`src/rtl/fp_arith_seq.sv`:
```
// Multi-cycle floating-point add/sub/mult with round-to-nearest-even and flush-to-zero.
// One operation in flight, fixed ALIGN/COMPUTE/NORM/ROUND sequence, result held until taken.
module fp_arith_seq #(
  parameter int EXP_W  = 8,
  parameter int FRAC_W = 23
) (
  input  logic                  clk,
  input  logic                  reset,
  input  logic                  in_valid,
  output logic                  in_ready,
  input  logic [EXP_W+FRAC_W:0] numA,
  input  logic [EXP_W+FRAC_W:0] numB,
  input  logic [1:0]            operation,
  output logic                  out_valid,
  input  logic                  out_ready,
  output logic [EXP_W+FRAC_W:0] result,
  output logic [3:0]            flags
);

  // state     | meaning
  // S_IDLE    | waiting for an operation, in_ready high
  // S_ALIGN   | decode specials, pick larger operand, align smaller one
  // S_COMPUTE | add/subtract magnitudes or multiply significands
  // S_NORM    | single-step normalisation by carry or leading-zero count
  // S_ROUND   | RNE rounding, overflow/underflow, result capture
  // S_DONE    | result presented, waiting for out_ready
  typedef enum logic [2:0] {
    S_IDLE, S_ALIGN, S_COMPUTE, S_NORM, S_ROUND, S_DONE
  } state_t;

  localparam int W  = 1 + EXP_W + FRAC_W;
  localparam int MW = FRAC_W + 1;
  localparam int SW = FRAC_W + 4;
  localparam int EW = EXP_W + 2;
  localparam logic signed [EW-1:0] BIAS = EW'((1 << (EXP_W - 1)) - 1);
  localparam logic signed [EW-1:0] EMAX = EW'((1 << EXP_W) - 1);
  localparam logic [W-1:0]  QNAN   = {1'b0, {EXP_W{1'b1}}, 1'b1, {(FRAC_W-1){1'b0}}};
  localparam logic [SW-1:0] SW_ONE = SW'(1);
  localparam logic [1:0]    OP_SUB = 2'b01;
  localparam logic [1:0]    OP_MUL = 2'b10;

  state_t state, state_nxt;

  logic [W-1:0]            a_r, b_r;
  logic [1:0]              op_r;
  logic [SW-1:0]           big_r, sml_r, nrm_r;
  logic [SW:0]             sum_r;
  logic signed [EW-1:0]    exp_r;
  logic                    sign_r, eff_sub_r, mul_r, zero_r;
  logic                    spec_r;
  logic [W-1:0]            spec_res_r, result_r;
  logic [3:0]              spec_flg_r, flags_r;

  always_ff @(posedge clk) begin
    if (reset) state <= S_IDLE;
    else       state <= state_nxt;
  end

  always_comb begin
    state_nxt = state;
    case (state)
      S_IDLE:    if (in_valid) state_nxt = S_ALIGN;
      S_ALIGN:   state_nxt = S_COMPUTE;
      S_COMPUTE: state_nxt = S_NORM;
      S_NORM:    state_nxt = S_ROUND;
      S_ROUND:   state_nxt = S_DONE;
      S_DONE:    if (out_ready) state_nxt = S_IDLE;
      default:   state_nxt = S_IDLE;
    endcase
  end

  always_comb begin
    in_ready  = (state == S_IDLE);
    out_valid = (state == S_DONE);
  end

  logic [EXP_W-1:0]     ea, eb, big_e, sml_e;
  logic [FRAC_W-1:0]    fa, fb;
  logic [W-2:0]         a_mag, b_mag;
  logic                 sa, sb, is_mul, a_big;
  logic                 a_zero, b_zero, a_inf, b_inf, a_nan, b_nan;
  logic [SW-1:0]        siga, sigb, sml, sml_sh, mask;
  logic [31:0]          dsh;
  logic signed [EW-1:0] al_exp;
  logic                 al_spec;
  logic [W-1:0]         al_sres;
  logic [3:0]           al_sflg;

  always_comb begin
    ea     = a_r[W-2:FRAC_W];
    eb     = b_r[W-2:FRAC_W];
    fa     = a_r[FRAC_W-1:0];
    fb     = b_r[FRAC_W-1:0];
    sa     = a_r[W-1];
    sb     = b_r[W-1] ^ (op_r == OP_SUB);
    is_mul = (op_r == OP_MUL);
    a_zero = (ea == '0);
    b_zero = (eb == '0);
    a_inf  = (&ea) && (fa == '0);
    b_inf  = (&eb) && (fb == '0);
    a_nan  = (&ea) && (fa != '0);
    b_nan  = (&eb) && (fb != '0);
    // subnormal inputs have exponent zero and are treated as zero here
    siga   = a_zero ? '0 : {1'b1, fa, 3'b000};
    sigb   = b_zero ? '0 : {1'b1, fb, 3'b000};
    a_mag  = a_zero ? '0 : a_r[W-2:0];
    b_mag  = b_zero ? '0 : b_r[W-2:0];
    a_big  = (a_mag >= b_mag);
    big_e  = a_big ? ea : eb;
    sml_e  = a_big ? eb : ea;
    sml    = a_big ? sigb : siga;
    dsh    = {{(32-EXP_W){1'b0}}, big_e - sml_e};
    mask   = (SW_ONE << dsh) - SW_ONE;
    if (dsh >= FRAC_W + 3) sml_sh = {{(SW-1){1'b0}}, |sml};
    else                   sml_sh = (sml >> dsh) | {{(SW-1){1'b0}}, |(sml & mask)};
    if (is_mul) al_exp = $signed({2'b00, ea}) + $signed({2'b00, eb}) - BIAS;
    else        al_exp = $signed({2'b00, big_e});

    al_spec = 1'b0;
    al_sres = '0;
    al_sflg = '0;
    if (op_r == 2'b11 || a_nan || b_nan) begin
      al_spec = 1'b1; al_sres = QNAN; al_sflg = 4'b1000;
    end else if (!is_mul) begin
      if (a_inf && b_inf && (sa != sb)) begin
        al_spec = 1'b1; al_sres = QNAN; al_sflg = 4'b1000;
      end else if (a_inf) begin
        al_spec = 1'b1; al_sres = {sa, {EXP_W{1'b1}}, {FRAC_W{1'b0}}};
      end else if (b_inf) begin
        al_spec = 1'b1; al_sres = {sb, {EXP_W{1'b1}}, {FRAC_W{1'b0}}};
      end else if (a_zero && b_zero) begin
        al_spec = 1'b1; al_sres = {sa & sb, {(W-1){1'b0}}};
      end
    end else begin
      if ((a_inf && b_zero) || (a_zero && b_inf)) begin
        al_spec = 1'b1; al_sres = QNAN; al_sflg = 4'b1000;
      end else if (a_inf || b_inf) begin
        al_spec = 1'b1; al_sres = {sa ^ sb, {EXP_W{1'b1}}, {FRAC_W{1'b0}}};
      end else if (a_zero || b_zero) begin
        al_spec = 1'b1; al_sres = {sa ^ sb, {(W-1){1'b0}}};
      end
    end
  end

  logic [2*MW-1:0] prod;
  logic [SW:0]     cp_sum;

  always_comb begin
    prod = {{MW{1'b0}}, big_r[SW-1:3]} * {{MW{1'b0}}, sml_r[SW-1:3]};
    if (mul_r) begin
      // map the 1.x product point onto the add-path hidden-bit position
      cp_sum    = prod[2*MW-1:MW-4];
      cp_sum[0] = prod[MW-4] | (|prod[MW-5:0]);
    end else if (eff_sub_r) begin
      cp_sum = {1'b0, big_r} - {1'b0, sml_r};
    end else begin
      cp_sum = {1'b0, big_r} + {1'b0, sml_r};
    end
  end

  logic signed [EW-1:0] lz, ne;
  logic [SW-1:0]        nm;
  logic                 nz;

  always_comb begin
    lz = '0;
    for (int i = 0; i < SW; i++)
      if (sum_r[i]) lz = EW'(SW - 1 - i);
    nz = (sum_r == '0);
    if (sum_r[SW]) begin
      nm    = sum_r[SW:1];
      nm[0] = sum_r[1] | sum_r[0];
      ne    = exp_r + EW'(1);
    end else begin
      nm = sum_r[SW-1:0] << lz;
      ne = exp_r - lz;
    end
  end

  logic                 g, r, s, up, inx;
  logic [MW:0]          mant;
  logic signed [EW-1:0] rnd_e;
  logic [FRAC_W-1:0]    rnd_f;
  logic [W-1:0]         rd_res;
  logic [3:0]           rd_flg;

  always_comb begin
    g     = nrm_r[2];
    r     = nrm_r[1];
    s     = nrm_r[0];
    inx   = g | r | s;
    up    = g & (r | s | nrm_r[3]);
    mant  = {1'b0, nrm_r[SW-1:3]} + {{MW{1'b0}}, up};
    rnd_e = mant[MW] ? exp_r + EW'(1) : exp_r;
    rnd_f = mant[MW] ? mant[MW-1:1] : mant[MW-2:0];
    if (spec_r) begin
      rd_res = spec_res_r;
      rd_flg = spec_flg_r;
    end else if (zero_r) begin
      rd_res = '0;
      rd_flg = {3'b000, inx};
    end else if (rnd_e >= EMAX) begin
      rd_res = {sign_r, {EXP_W{1'b1}}, {FRAC_W{1'b0}}};
      rd_flg = 4'b0101;
    end else if (rnd_e[EW-1] || rnd_e == '0) begin
      rd_res = {sign_r, {(W-1){1'b0}}};
      rd_flg = 4'b0011;
    end else begin
      rd_res = {sign_r, rnd_e[EXP_W-1:0], rnd_f};
      rd_flg = {3'b000, inx};
    end
  end

  always_ff @(posedge clk) begin
    if (reset) begin
      result_r <= '0;
      flags_r  <= '0;
    end else begin
      case (state)
        S_IDLE: if (in_valid) begin
          a_r  <= numA;
          b_r  <= numB;
          op_r <= operation;
        end
        S_ALIGN: begin
          big_r      <= (is_mul || a_big) ? siga : sigb;
          sml_r      <= is_mul ? sigb : sml_sh;
          sign_r     <= is_mul ? (sa ^ sb) : (a_big ? sa : sb);
          eff_sub_r  <= !is_mul && (sa != sb);
          mul_r      <= is_mul;
          exp_r      <= al_exp;
          spec_r     <= al_spec;
          spec_res_r <= al_sres;
          spec_flg_r <= al_sflg;
        end
        S_COMPUTE: sum_r <= cp_sum;
        S_NORM: begin
          nrm_r  <= nm;
          exp_r  <= ne;
          zero_r <= nz;
        end
        S_ROUND: begin
          result_r <= rd_res;
          flags_r  <= rd_flg;
        end
        default: ;
      endcase
    end
  end

  assign result = result_r;
  assign flags  = flags_r;

endmodule

```
`config.mk`:
```
export PLATFORM = sky130hd
export DESIGN_NAME = fp_arith_seq
export DESIGN_NICKNAME = d
export VERILOG_FILES = /design/src/rtl/fp_arith_seq.sv
export SDC_FILE = /design/constraint.sdc
export NUM_CORES = 2
export LEC_CHECK = 0
export ABC_AREA = 1
export CORE_MARGIN = 1
export CORE_UTILIZATION = 50
export CTS_CLUSTER_SIZE = 8
export DETAILED_ROUTE_END_ITERATION = 16
export PLACE_DENSITY = 0.7
export SYNTH_ARGS = -nofsm -noshare
export SYNTH_HDL_FRONTEND = slang
export SYNTH_SLANG_ARGS = --single-unit
```
`constraint.sdc`:
```
create_clock -name clk -period 7.4 [get_ports clk]
set_clock_uncertainty 0.2 [all_clocks]
set_input_delay 1.48 -clock clk [delete_from_list [all_inputs] [get_ports clk]]
set_output_delay 1.48 -clock clk [all_outputs]
set_load 0.01 [all_outputs]
```
Yosys cells after proc, flatten, opt, wreduce, memory -nomap -nowiden

Index checks and enable logic that the tools add are counted.

Order comparisons: 3
Add/subtract/negate cells: 9
Reduce and logical (&&, ||, !) cells: 39
Muxes and demuxes: 77
Multiply operators: 1
Bitwise logic cells: 13
Equality and inequality tests: 11
Shift-type cells: 3

Operators with widths:

| operator                                            | count |
|---|---|
| 2-to-1 mux 32 bit                                   | 10 |
| 2-to-1 mux 10 bit                                   | 29 |
| 2-to-1 mux 27 bit                                   | 6 |
| 2-to-1 mux 31 bit                                   | 4 |
| 2-to-1 mux 28 bit                                   | 2 |
| OR reduction 27 bit                                 | 2 |
| multiplier 24 x 24 -> 48 bit                        | 1 |
| logical NOT 23 bit                                  | 2 |
| nonzero test 23 bit                                 | 2 |
| greater-or-equal comparator 31 bit                  | 1 |
| adder 27 x 27 -> 28 bit                             | 1 |
| logical NOT 28 bit                                  | 1 |
| subtractor 27 x 27 -> 28 bit                        | 1 |
| AND 27 bit                                          | 1 |
| bitwise OR 27 x 1 -> 27 bit                         | 1 |
| << shifter 1 x 8 -> 27 bit (first input constant)   | 1 |
| << shifter 27 x 10 -> 27 bit                        | 1 |
| right shift 27 x 8 -> 27 bit                        | 1 |
| subtractor 27 x 1 -> 27 bit (second input constant) | 1 |
| 2-to-1 mux 26 bit                                   | 1 |
| adder 24 x 1 -> 25 bit                              | 1 |
| 2-to-1 mux 23 bit                                   | 1 |
| case mux 10 bit (2 select lines)                    | 1 |
| OR reduction 20 bit                                 | 1 |
| 36 further kinds                                    | 83 |

Logic and storage cells: 175
Output and inout port bits: 38
Input bits: 70
Register bits: 265

Logic depth before layout (Yosys ltp)

Word-level depth: 30
Gate-level depth with buffers: 41
Gate-level depth less buffers: 39

Worst setup path before layout

Ideal clock, no wire load.

Path kind: flip-flop to flip-flop
From: register sml_r[7]
To: register sum_r[25], data pin
Path slack: 0.292 ns
Setup time: 0.258 ns
Data required time: 6.942 ns
Clock period less this slack: 7.108 ns
Path buffers: 2
Arrival: 6.650 ns
Stages on the path, launching flop included: 38
Path through: edfxtp_1 > clkbuf_1 > clkbuf_1 > nand2_1 > fa_1 > fa_1 > inv_1 > fa_1 > ha_1 > fa_1 > inv_1 > fa_1 > fa_1 > inv_1 > ha_1 > a21oi_1 > o21ai_0 > a21oi_1 > [... 2 more ...] > nand2_1 > nand2_1 > nand2_1 > inv_1 > o21ai_0 > nand2_1 > o211ai_1 > nand2_1 > nand2_1 > nand2_1 > nand2_1 > nand2_1 > nand2_1 > nand3_1 > nand3_1 > a21oi_1 > o21ai_0 > nand2_1

Longest elaborated chain between the ends: 3
Elaborated cells on any way between the ends: 5
Classes of those cells: add/sub (2); mul (1); mux (2)

RTL lines:

| element                                                                              | line | RTL |
|---|---|---|
| from (decl)                                                                          | 46   | `logic [SW-1:0] big_r, sml_r, nrm_r;` |
| from (signal assigned)                                                               | 227  | `sml_r <= is_mul ? sigb : sml_sh;` |
| parallel branches: the longest is 2 deep, another holds multiplier 24 x 24 -> 48 bit | --   |  |
| 2-to-1 mux 28 bit (*)                                                                | 150  | `if (mul_r) begin` |
| via cp_sum[25]                                                                       | 146  | `logic [SW:0] cp_sum;` |
| to (signal assigned)                                                                 | 236  | `S_COMPUTE: sum_r <= cp_sum;` |
| to (decl)                                                                            | 47   | `logic [SW:0] sum_r;` |

Mark *: on every way through the listed nets, which the timed path passes.
A chain may end at the register's enable or synchronous reset.

Final worst setup path

From: register big_r[12]
To: register sum_r[0], data pin

Longest elaborated chain between the ends: 4

RTL lines:

| element                          | line | RTL |
|---|---|---|
| from (decl)                      | 46   |  |
| from (signal assigned)           | 226  | `big_r <= (is_mul \|\| a_big) ? siga : sigb;` |
| multiplier 24 x 24 -> 48 bit (*) | 149  | `prod = {{MW{1'b0}}, big_r[SW-1:3]} * {{MW{1'b0}}, sml_r[SW-1:3]};` |
| OR reduction 20 bit              | 153  | `cp_sum[0] = prod[MW-4] \| (\|prod[MW-5:0]);` |
| bitwise OR 1 bit (*)             | 153  |  |
| 2-to-1 mux 28 bit (*)            | 150  |  |
| via cp_sum[0]                    | 146  |  |

The timed path passes the listed nets; every way through them passes the cells marked *.

==> impl_metrics.ini <==
[run_status]
status = finished clean

[synth]
yosysTopAreaCell = fa_1
synth_ff_type = edfxtp_1
synth_top_family_by_area = adder cells
synth_commonest_cells = nand2_1 (1253), inv_1 (999), fa_1 (484)
netlist_instances = 4739
synth_most_common_cell = nand2_1
synth-seq-cells = 229
synthAdderAreaFrac_pct = 35.9
synth_xor_area_share_pct = 2.08
synth_edf_count = 190
avgSynthCellArea_sq_um = 7.56
async_flop_share_pct = 0
synth_compound_gate_area_share_pct = 9.54
netlist.area_leader.share_pct = 27.0
yosys.area_share.simple_pct = 21.2
synth_fp_nets = 5547
synthTopCellsByArea = fa_1 (27%), edfxtp_1 (16%), nand2_1 (13%), inv_1 (10%), ha_1 (8.9%)
muxShareOfSynthArea_pct = 0.251
mappedNetlistArea_sq_um = 35800
synth.distinct_cells = 59
ys.warnings.count = 0
seq_area_frac_synth_pct = 18.1

[placement]
place.gp.congestion = 1.05
dp_cells = 5704
hpwl_microns = 92400
port_buffers = 107
pre_cts_slack_ps = -310

[clocking]
cts_sinks = 229
cts_tree = yes
hold_buffers = 0
clockBufferDepth = 3
cts_root_buf = clkbuf_16
clk_pin_slew_ps = 60
insertion_delay_ps = 570
cts_htree_levels = 2
cts_made_buffers = 35

[worst_setup_path]
critPathMaxStageDelay_ps = 750
critPathKind = register to register
endpoint_kind = register
crit_family = adder cells
setup.worst_path.start_class = register
critPathBufInv = 9
crit_top_cell = fa_1
required_ps = 7500
path_max_fanout = 4
slowest_stage = a2111oi_1
cp.arrival_ps = 7310

[floorplanning]
rows = 97
die-height_microns = 270
io_pins = 108
initial_core_util_pct = 50.8
die-area_sq_um = 72800
die_x_microns = 270
coreArea_sq_um = 70500

[sta]
setup_viol = 0
slew_violations = 0
max_freq_mhz = 139
relSlewSlack_pct = 26.7
setup_ws_ps = 194
min_period_over_period_pct = 97.4
final-hold-violation-count = 0
worst_pin_slew_ps = 1090
min_period_ps = 7210

[detailed_routing]
ant_nets = 0
drt_wl_total_microns = 113000
drcViolationCount = 0
vias = 32000
drtIter0Drc = 3471
via_per_inst = 5.52
wire_per_inst_microns = 19.5
dr.pass1.iters = 8

[layout]
nNetsFinal = 5649
fin_cells = 5797
syn2layout_area_growth_pct = 11.5
layout-drive-gt1-share_pct = 6.34

[global_route]
grt_usage_pct = 31.2
antenna_found_initial = 1
grt_pass1_vias = 31100
grt_first_pass_wirelength_microns = 176000
grt_max_degree = 67
gr-total-overflow = 0

[worst_hold_path]
worstHoldPathType = register to register

[run]
max_cap_viol_count = 0
## cells in the final DEF (no fill, tap or decap), drive strengths merged, types with 39 or more instances in the layout
| master | n |
|---|---|
| a21oi | 187 |
| buf | 175 |
| clkbuf | 46 |
| clkdlybuf4s50 | 107 |
| dfxtp | 39 |
| edfxtp | 190 |
| fa | 484 |
| ha | 254 |
| inv | 1004 |
| nand2 | 1262 |
| nand3 | 165 |
| nand4 | 44 |
| nor2 | 298 |
| o21ai | 250 |
| xor2 | 58 |
## repair_timing
item                       in CTS  in global routing
pin swaps                       0                 22
setup buffers                  14                 26
cloned                          0                  0
resized for setup               5                 62
setup endpoints to repair      11                 18
## worst paths after layout
| check | startpoint | end | slack, ps | cells past startpoint |
|---|---|---|---|---|
| setup / recovery | big_r[12]$_DFFE_PP_ | sum_r[0]$_DFFE_PP_ | 190 | 27 |
| hold / removal | result[7]$_SDFFE_PP0P_ | result[7]$_SDFFE_PP0P_ | 260 | 2 |
| setup reg to reg | big_r[12]$_DFFE_PP_ | sum_r[0]$_DFFE_PP_ | 190 | 27 |
| hold reg to reg | result[7]$_SDFFE_PP0P_ | result[7]$_SDFFE_PP0P_ | 260 | 2 |
## metal layers
layer	share of wire [%]	vias to the layer above	GRT usage [%]
li1	-	14900	-
met1	42	15300	44.1
met2	43	1575	46.4
met3	10	251	6.71
met4	4.4	2	12.4
met5	0.011	-	0
## through the flow
step / hold WS, ps / utilization [%] / setup TNS [ps] / area, sq um
after floorplan: 290 / - / 0 / 35800
after global placement: 253 / 54.4 / -613 / 38400
after detailed placement: 259 / 54.4 / -1650 / 38400
after CTS: 267 / 56.0 / 0 / 39500
after global routing: 286 / 56.7 / -61.4 / 40000
final: 264 / 56.7 / 0 / 40000
## worst register-to-register path, stage by stage, from the launching register on
cell and delay, ps:
edfxtp_1 460, buf_4 170, nand2_1 70, inv_1 60, fa_1 530, inv_1 60, fa_1 480, inv_1 50
fa_1 480, ha_1 140, inv_1 50, fa_1 530, inv_1 50, fa_1 470, fa_1 490, ha_1 330
buf_4 160, a21oi_1 160, nand2_2 100, nand2_1 70, o211ai_1 150, a31oi_2 280, o21ai_2 140, buf_4 150
xor2_1 130, a2111oi_1 750, buf_4 230, a21oi_1 40
## cell families (layout without fill, tap and decap cells)
kind of cell    Yosys count  in the layout
simple gates           1851           1851
buf+inv                1224           1341
fa+ha+maj               738            738
compound gates          605            605
flops                   229            229
xor+xnor                 83             83
mux                       9              9
other cells               0              1
## state kept, by name, summed over array words and instances, names as in the netlist
signal and count:
flags 4, spec_res_r 3, zero_r 1, mul_r 1
sign_r 1, exp_r 10, spec_r 1, op_r 2
state 3, sml_r 27, a_r 32, result 32
sum_r 28, eff_sub_r 1, b_r 32, nrm_r 27
big_r 24
## layout make-up
class | instances | area, sq um
fillers | 6489 | 30500
multi-input cells | 3286 | 24900
flip-flops and latches | 229 | 6490
inverters | 1007 | 3780
repair buffers | 282 | 2620
well taps | 940 | 1180
clock buffers | 46 | 938
clock inverters | 6 | 40.0
diodes | 1 | 2.50
Power is not shown: default switching activity piles up to over one toggle a cycle in this logic, so the estimate is an artifact.
